## config.mk

```make
export PLATFORM = sky130hd
export DESIGN_NAME = sync_fifo_param
export DESIGN_NICKNAME = d
export VERILOG_FILES = /design/src/rtl/fifo_pkg.sv /design/src/rtl/sync_fifomem.sv /design/src/rtl/sync_fifo_param.sv
export SDC_FILE = /design/constraint.sdc
export NUM_CORES = 1
export LEC_CHECK = 0
export ABC_AREA = 1
export CAP_MARGIN = 10
export CORE_UTILIZATION = 58
export CTS_CLUSTER_SIZE = 30
export DETAILED_ROUTE_END_ITERATION = 7
export DONT_BUFFER_PORTS = 1
export GPL_ROUTABILITY_DRIVEN = 0
export PLACE_DENSITY = 0.74
export SYNTH_ARGS = -nofsm -noshare
export SYNTH_HDL_FRONTEND = slang
export SYNTH_SLANG_ARGS = --single-unit
```

## constraint.sdc

```tcl
create_clock -name clk -period 2.71 [get_ports clk]
set_input_delay 0.4065 -clock clk [delete_from_list [all_inputs] [get_ports clk]]
set_output_delay 0.4065 -clock clk [all_outputs]
set_load 0.02 [all_outputs]
```

## src/rtl/fifo_pkg.sv

```systemverilog
// rtl/fifo_pkg.sv - shared constants and helpers for the FIFO family
package fifo_pkg;

   localparam int FWFT_OFF = 0;
   localparam int FWFT_ON  = 1;

   // Number of words addressed by an ASIZE-bit pointer.
   function automatic int fifo_depth(input int asize);
      return 1 << asize;
   endfunction

   // Almost-full must sit strictly above almost-empty, and both must be
   // reachable by the occupancy counter.
   function automatic bit fifo_levels_ok(input int depth, input int af_level,
                                         input int ae_level);
      return (af_level >= 1) && (af_level <= depth) &&
             (ae_level >= 0) && (ae_level <= depth - 1) &&
             (ae_level < af_level);
   endfunction

endpackage

```

## src/rtl/sync_fifomem.sv

```systemverilog
// rtl/sync_fifomem.sv - FIFO storage array with selectable read-port timing
module sync_fifomem
   import fifo_pkg::*;
#(
   parameter int DSIZE = 8,
   parameter int ASIZE = 4,
   parameter int FWFT  = FWFT_OFF
) (
   input  logic             clk,
   input  logic             rst,
   input  logic             we_i,
   input  logic [ASIZE-1:0] waddr_i,
   input  logic [DSIZE-1:0] wdata_i,
   input  logic             re_i,
   input  logic [ASIZE-1:0] raddr_i,
   output logic [DSIZE-1:0] rdata_o
);

   localparam int DEPTH = fifo_depth(ASIZE);

   // Storage is deliberately not reset; the pointers decide what is valid.
   logic [DSIZE-1:0] mem_q [DEPTH];

   // Synchronous write port.
   always_ff @(posedge clk) begin
      if (we_i) begin
         mem_q[waddr_i] <= wdata_i;
      end
   end

   generate
      if (FWFT == FWFT_OFF) begin : g_reg_read
         logic [DSIZE-1:0] rdata_q;

         // Registered read: output updates only on an accepted pop and holds otherwise.
         always_ff @(posedge clk) begin
            if (rst) begin
               rdata_q <= '0;
            end else if (re_i) begin
               rdata_q <= mem_q[raddr_i];
            end
         end

         assign rdata_o = rdata_q;
      end else begin : g_fwft_read
         // The head word is always on the output; pops only move raddr.
         logic unused_ok;
         assign unused_ok = &{1'b0, rst, re_i};
         assign rdata_o   = mem_q[raddr_i];
      end
   endgenerate

endmodule

```

## src/rtl/sync_fifo_param.sv

```systemverilog
// rtl/sync_fifo_param.sv - single-clock FIFO with count, thresholds, flush and sticky errors
module sync_fifo_param
   import fifo_pkg::*;
#(
   parameter int DSIZE    = 8,
   parameter int ASIZE    = 4,
   parameter int FWFT     = FWFT_OFF,
   parameter int AF_LEVEL = fifo_depth(ASIZE) - 2,
   parameter int AE_LEVEL = 2
) (
   input  logic             clk,
   input  logic             rst,
   input  logic             winc,
   input  logic [DSIZE-1:0] wdata,
   input  logic             rinc,
   input  logic             flush,
   output logic [DSIZE-1:0] rdata,
   output logic             wfull,
   output logic             rempty,
   output logic             walmost_full,
   output logic             ralmost_empty,
   output logic [ASIZE:0]   count,
   output logic             overflow,
   output logic             underflow
);

   localparam int DEPTH = fifo_depth(ASIZE);
   localparam logic [ASIZE:0] CNT_FULL = (ASIZE+1)'(DEPTH);
   localparam logic [ASIZE:0] AF_CNT   = (ASIZE+1)'(AF_LEVEL);
   localparam logic [ASIZE:0] AE_CNT   = (ASIZE+1)'(AE_LEVEL);

   generate
      if (!fifo_levels_ok(DEPTH, AF_LEVEL, AE_LEVEL)) begin : g_bad_levels
         $fatal(1, "sync_fifo_param: illegal AF_LEVEL/AE_LEVEL for this DEPTH");
      end
   endgenerate

   logic [ASIZE-1:0] waddr_q, waddr_d;
   logic [ASIZE-1:0] raddr_q, raddr_d;
   logic [ASIZE:0]   count_q, count_d;
   logic             overflow_q, overflow_d;
   logic             underflow_q, underflow_d;
   logic             we, re;

   // Every status output is a decode of registered state only.
   assign wfull         = (count_q == CNT_FULL);
   assign rempty        = (count_q == '0);
   assign walmost_full  = (count_q >= AF_CNT);
   assign ralmost_empty = (count_q <= AE_CNT);
   assign count         = count_q;
   assign overflow      = overflow_q;
   assign underflow     = underflow_q;

   // Accept decisions, pointer/count next state and error accumulation.
   always_comb begin
      waddr_d     = waddr_q;
      raddr_d     = raddr_q;
      count_d     = count_q;
      overflow_d  = overflow_q | (winc & wfull);
      underflow_d = underflow_q | (rinc & rempty);
      we          = winc & ~wfull;
      re          = rinc & ~rempty;

      // Flush (and reset) cancel any request made in the same cycle.
      if (rst || flush) begin
         we          = 1'b0;
         re          = 1'b0;
         overflow_d  = overflow_q;
         underflow_d = underflow_q;
      end

      if (we) begin
         waddr_d = waddr_q + ASIZE'(1);
      end
      if (re) begin
         raddr_d = raddr_q + ASIZE'(1);
      end

      case ({we, re})
         2'b10:   count_d = count_q + (ASIZE+1)'(1);
         2'b01:   count_d = count_q - (ASIZE+1)'(1);
         default: count_d = count_q;
      endcase

      if (flush) begin
         waddr_d = '0;
         raddr_d = '0;
         count_d = '0;
      end
   end

   // Control registers; reset clears everything, flush is folded into _d.
   always_ff @(posedge clk) begin
      if (rst) begin
         waddr_q     <= '0;
         raddr_q     <= '0;
         count_q     <= '0;
         overflow_q  <= 1'b0;
         underflow_q <= 1'b0;
      end else begin
         waddr_q     <= waddr_d;
         raddr_q     <= raddr_d;
         count_q     <= count_d;
         overflow_q  <= overflow_d;
         underflow_q <= underflow_d;
      end
   end

   sync_fifomem #(
      .DSIZE (DSIZE),
      .ASIZE (ASIZE),
      .FWFT  (FWFT)
   ) u_mem (
      .clk     (clk),
      .rst     (rst),
      .we_i    (we),
      .waddr_i (waddr_q),
      .wdata_i (wdata),
      .re_i    (re),
      .raddr_i (raddr_q),
      .rdata_o (rdata)
   );

   // Occupancy can never leave 0..DEPTH.
   a_count_range: assert property (@(posedge clk) disable iff (rst) count_q <= CNT_FULL)
      else $error("sync_fifo_param: count out of range");

endmodule

```

* Word level (Yosys, flattened, before mapping)
Memory sizes are Yosys's and may differ from the RTL's. A register that Yosys moved wholly into a read port is not among the register bits.
Index checks and enable logic that the tools add are counted.
** Word-level totals
- Flip-flop bits (word level) :: 15
- Bits in writable memories :: 128
- Logic and storage cells :: 32
- Memories kept :: 1
** Memory list
- u_mem.mem_q :: depth 16, width 8, rd ports 1, clocked after Yosys merged registers in 1, wr ports 1, line sync_fifomem.sv:22 : logic [DSIZE-1:0] mem_q [DEPTH];
** Cells by class
- Add/subtract/negate cells :: 4
- Magnitude comparators :: 2
- Equal/unequal tests :: 3
- Mux-type cells :: 5
- Bitwise gates (word level) :: 8
- Reduce and logical (&&, ||, !) cells :: 4
** Operator list (count)
- case mux 5 bit (2 select lines) :: 1
- adder 4 x 1 -> 4 bit (second input constant) :: 2
- adder 5 x 1 -> 5 bit (second input constant) :: 1
- equality test 5 bit (second input constant) :: 1
- greater-or-equal comparator 5 x 4 -> 1 bit (second input constant) :: 1
- <= comparator 5 x 2 -> 1 bit (second input constant) :: 1
- zero test 5 bit :: 1
- subtractor 5 x 1 -> 5 bit (second input constant) :: 1
- AND 1 bit :: 4
- two-way mux 1 bit :: 4
- equality test 2 x 1 -> 1 bit (second input constant) :: 1
- equality test 2 bit (second input constant) :: 1
- inverter 1 bit :: 2
- OR 1 bit :: 2
- nonzero test 2 bit :: 1
- OR reduction 2 bit :: 1
- logical OR 1 bit :: 1

* Depth between registers and ports, before layout
- Depth in word-level cells :: 6
- Depth in mapped cells :: 17
- Gate-level depth less buffers :: 16

* Modules after synthesis
From an unflattened synthesis, not the netlist that was laid out.
** Second synthesis, totals
- Cells, all modules :: 618
- Area, all modules :: 6513.7 sq um
** By module, submodules not included
- sync_fifomem :: times used 1, cells an instance 490, area each 5577.8 sq um, seq. area each 4003.8 sq um
- sync_fifo_param :: times used 1, cells an instance 128, area each 935.9 sq um, seq. area each 300.3 sq um

* Worst setup path before layout
No wires, ideal clock.
- Path type :: input to register
- Start point :: input flush
- End point :: register count_q[4], in the netlist count[4]
- Data arrival time :: 2106 ps
- Setup slack :: 535 ps
- Cell stages on the path :: 17
- Path buffers :: 1
- Cell sequence :: nor2_4 -> inv_2 -> nor2_4 -> nand2_4 -> inv_4 -> buf_6 -> ha_1 -> xor2_1 -> ha_1 -> inv_1 -> nand2_1 -> nand3_1 -> nand2_1 -> nand2_1 -> nand2_1 -> nand2_1 -> a21oi_1
** Between the ends
- Word-level cells in the longest chain between the ends :: 4
** RTL lines
- from (decl) :: line sync_fifo_param.sv:16 : input logic flush,
- logical OR 1 bit * :: line sync_fifo_param.sv:65 : if (rst || flush) begin
- two-way mux 1 bit * :: line sync_fifo_param.sv:65
- named net re :: line sync_fifo_param.sv:43 : logic we, re;
- equality test 2 x 1 -> 1 bit or equality test 2 bit (tied branches) :: line sync_fifo_param.sv:79 : case ({we, re})
- case mux 5 bit (2 select lines) or nonzero test 2 bit (tied branches)
- to (signal assigned) :: line sync_fifo_param.sv:103 : count_q <= count_d;
- to (decl) :: line sync_fifo_param.sv:40 : logic [ASIZE:0] count_q, count_d;
Mark *: on every way through the listed nets, which the timed path passes. The rest lies on a longest branch.
A chain may end at the register's enable or synchronous reset.

* Final worst setup path
- Start point :: register count_q[0], in the netlist count[0]
- End point :: register count_q[4], in the netlist count[4]
** Between the ends
- Word-level cells in the longest chain between the ends :: 6
** RTL lines (line)
- equality test 5 bit or zero test 5 bit (tied branches) :: sync_fifo_param.sv:46, sync_fifo_param.sv:47
- inverter 1 bit (on tied branches) :: sync_fifo_param.sv:61, sync_fifo_param.sv:62
- AND 1 bit (on tied branches) :: sync_fifo_param.sv:61, sync_fifo_param.sv:62
- two-way mux 1 bit :: sync_fifo_param.sv:65
- equality test 2 x 1 -> 1 bit or equality test 2 bit (tied branches) :: sync_fifo_param.sv:79
- case mux 5 bit (2 select lines) or nonzero test 2 bit (tied branches)
Several ways; a longest one is shown, not always the timed one.

==> metrics.txt <==
VDD IR max=0.465 mV; hpwl dp=9.35 mm; fin crit share=0.862; GRT Overall Usage=0.256; first-pass GRT wire length=22.0 mm; CTS H-tree depth=4; latest clock arrival within the worst-skew pair=0.41 ns; Sw Pwr=0.954 mW; Critical Path Sink Type=flop; TritonRoute pass-1 iters=7; Distinct cells, synth=32; Comb pwr share=0.021; worst r2r path cells=14; minimum clock period=2.34 ns; die height=110 microns; largest net degree at the start of global routing=67; Worst setup startpoint=count[0]; Syn Area/Cell=9.80 sq um; RSZ-0062 raised after global routing=false; outcome=completed; Syn. warnings=0; P_leak=3.13 nW; DR vias=4,538; CTS sink count=151; First DRT Iteration DRCs=385; Final Hold Viols=0; pwr dens=641 mW/mm^2; cts repair resizes=0; number of routed nets with antenna violations=0; sequential cell area fraction in the yosys report=0.638; clock root buffer=clkbuf_16; HP Start=rst; Syn Inst Count=689; Sw Share=0.200; leading cell type in the layout, fill and taps excluded=nand2_1; fmax=0.428 GHz; DRC viols=0; core area=0.0114 sq mm; Slew HR=0.517; Post-Layout Cell Count=856; P_int=3.82 mW; cell area after layout=0.00745 sq mm; Worst setup SP type=flop; Slew @ Worst Pin=0.725 ns; DR WL/cell=16.7 microns; R2R Path Start=count[0]; worst slack at placement=0.429 ns; CTS clk-pin slew, worst paths=0.06 ns; Flop pwr share=0.532; reg2reg setup slack=0.37 ns; I/O pin total=32; placed cell count=824; vias in the first global route=4,348; RR Endpoint=count[4]; Port Buffer Count=0; Slew Viols, Final=0; Hold Path Class=in -> reg; maxcap violations=0; TritonCTS clock tree=done; post-CTS setup buffer count=0; Crit path required time=3.06 ns; nets=722; Vias/cell=5.30; Rows=39; Post-CTS Hold Fix Bufs=0; setup tns final=0 ns; Clk network pwr share=0.447; Longest Clk Path Bufs=2; Final Routed Wirelength=14.3 mm; CTS buffer count=17; # setup viols final=0; Clock Skews=0.00896 ns; setup ws final=0.373 ns; area delta synth->final=10.4%; initial antenna violation count=0; most frequent cells in the layout=nand2_1, edfxtp_1, nand3_1; crit path max fanout=8; post-layout util=0.655; starting density of the core=0.594; aggregate global routing overflow=0; dpl cell area=0.00691 sq mm; CP Class=reg -> reg; worst setup path endpoint=count[4]; # fillers=873; die width=110 microns; ant diodes=0; crit path DAT=2.68 ns; Syn Nets=711; synthesized area=0.00675 sq mm; die area=0.0121 sq mm; Hold Slack=0.0599 ns; Overall Power=4.77 mW; #FFs+latches synth=151; share of layout cells above drive strength 1=0.109
metal layers:
metal	global-route usage	routed length (microns)	share of wire
met5	0	0	0
met4	0.121	451	0.032
met3	0.0439	871	0.061
met1	0.328	5880	0.41
met2	0.425	7050	0.49
power by group through the flow:
| stage | Clock [mW] | Sequential (mW) | Combinational [mW] |
|---|---|---|---|
| detailed placement | 0 | 2.59 | 0.0964 |
| floorplan | 0 | 2.59 | 0.0796 |
| global placement | 0 | 2.59 | 0.0951 |
| CTS | 2.16 | 2.54 | 0.0978 |
| global route | 2.26 | 2.54 | 0.110 |
| finish | 2.14 | 2.54 | 0.0979 |
Yosys cell counts (all sizes together):
cell type,number,share of area
a2111oi,1,0.0013
a21boi,1,0.0011
a21oi,12,0.0095
a31oi,1,0.00093
buf,27,0.025
clkbuf,2,0.0011
clkinv,2,0.0011
dfxtp,23,0.068
edfxtp,128,0.57
ha,9,0.017
inv,98,0.055
nand2,233,0.13
nand3,98,0.073
nand3b,1,0.0011
nand4,2,0.0028
nor2,37,0.029
o21ai,8,0.0059
o21bai,1,0.0011
xnor2,1,0.0013
xor2,4,0.0052
critical path: stages, from the launching register on:
cell and delay, ns:
dfxtp_1 0.53, inv_1 0.15, nand4_1 0.15, nand3_2 0.16
ha_1 0.31, xor2_1 0.22, ha_1 0.18, inv_1 0.04
nand2_1 0.09, nand3_1 0.10, nand2_1 0.07, nand2_1 0.05
nand2_1 0.05, nand2_1 0.04, a21oi_1 0.11
area by class of cell:
type	instances	area [sq um]	area share
clock buffers	21	440	0.0591
clock inverters	11	104	0.0139
inverters	100	378	0.0507
multi-input cells	409	1890	0.254
flip-flops and latches	151	4310	0.578
well taps	143	179	0.0240
repair buffers	21	155	0.0208
state kept, by name (all words and copies together) (netlist names):
name / flops
overflow: 1
underflow: 1
u_mem.mem_q: 128
count: 5
u_mem.rdata_o: 8
raddr_q: 4
waddr_q: 4
cells by family after synthesis:
logic type,count (synthesis),share of synthesized area
compound gates,24,0.0198
xor+xnor,5,0.00649
fa+ha+maj,9,0.0167
buf+inv,129,0.0823
flops,151,0.638
simple gates,371,0.237
worst min path at each step:
stage / cells past startpoint / slack, ns / end
2_1_floorplan: 2 / 0.48 / waddr_q[2]
6_report: 1 / 0.06 / underflow
3_3_place_gp: 1 / 0.48 / overflow
5_1_grt: 1 / 0.05 / underflow
3_5_place_dp: 1 / 0.48 / underflow
4_1_cts: 1 / 0.05 / underflow
Power figures use the tool's default switching activity.
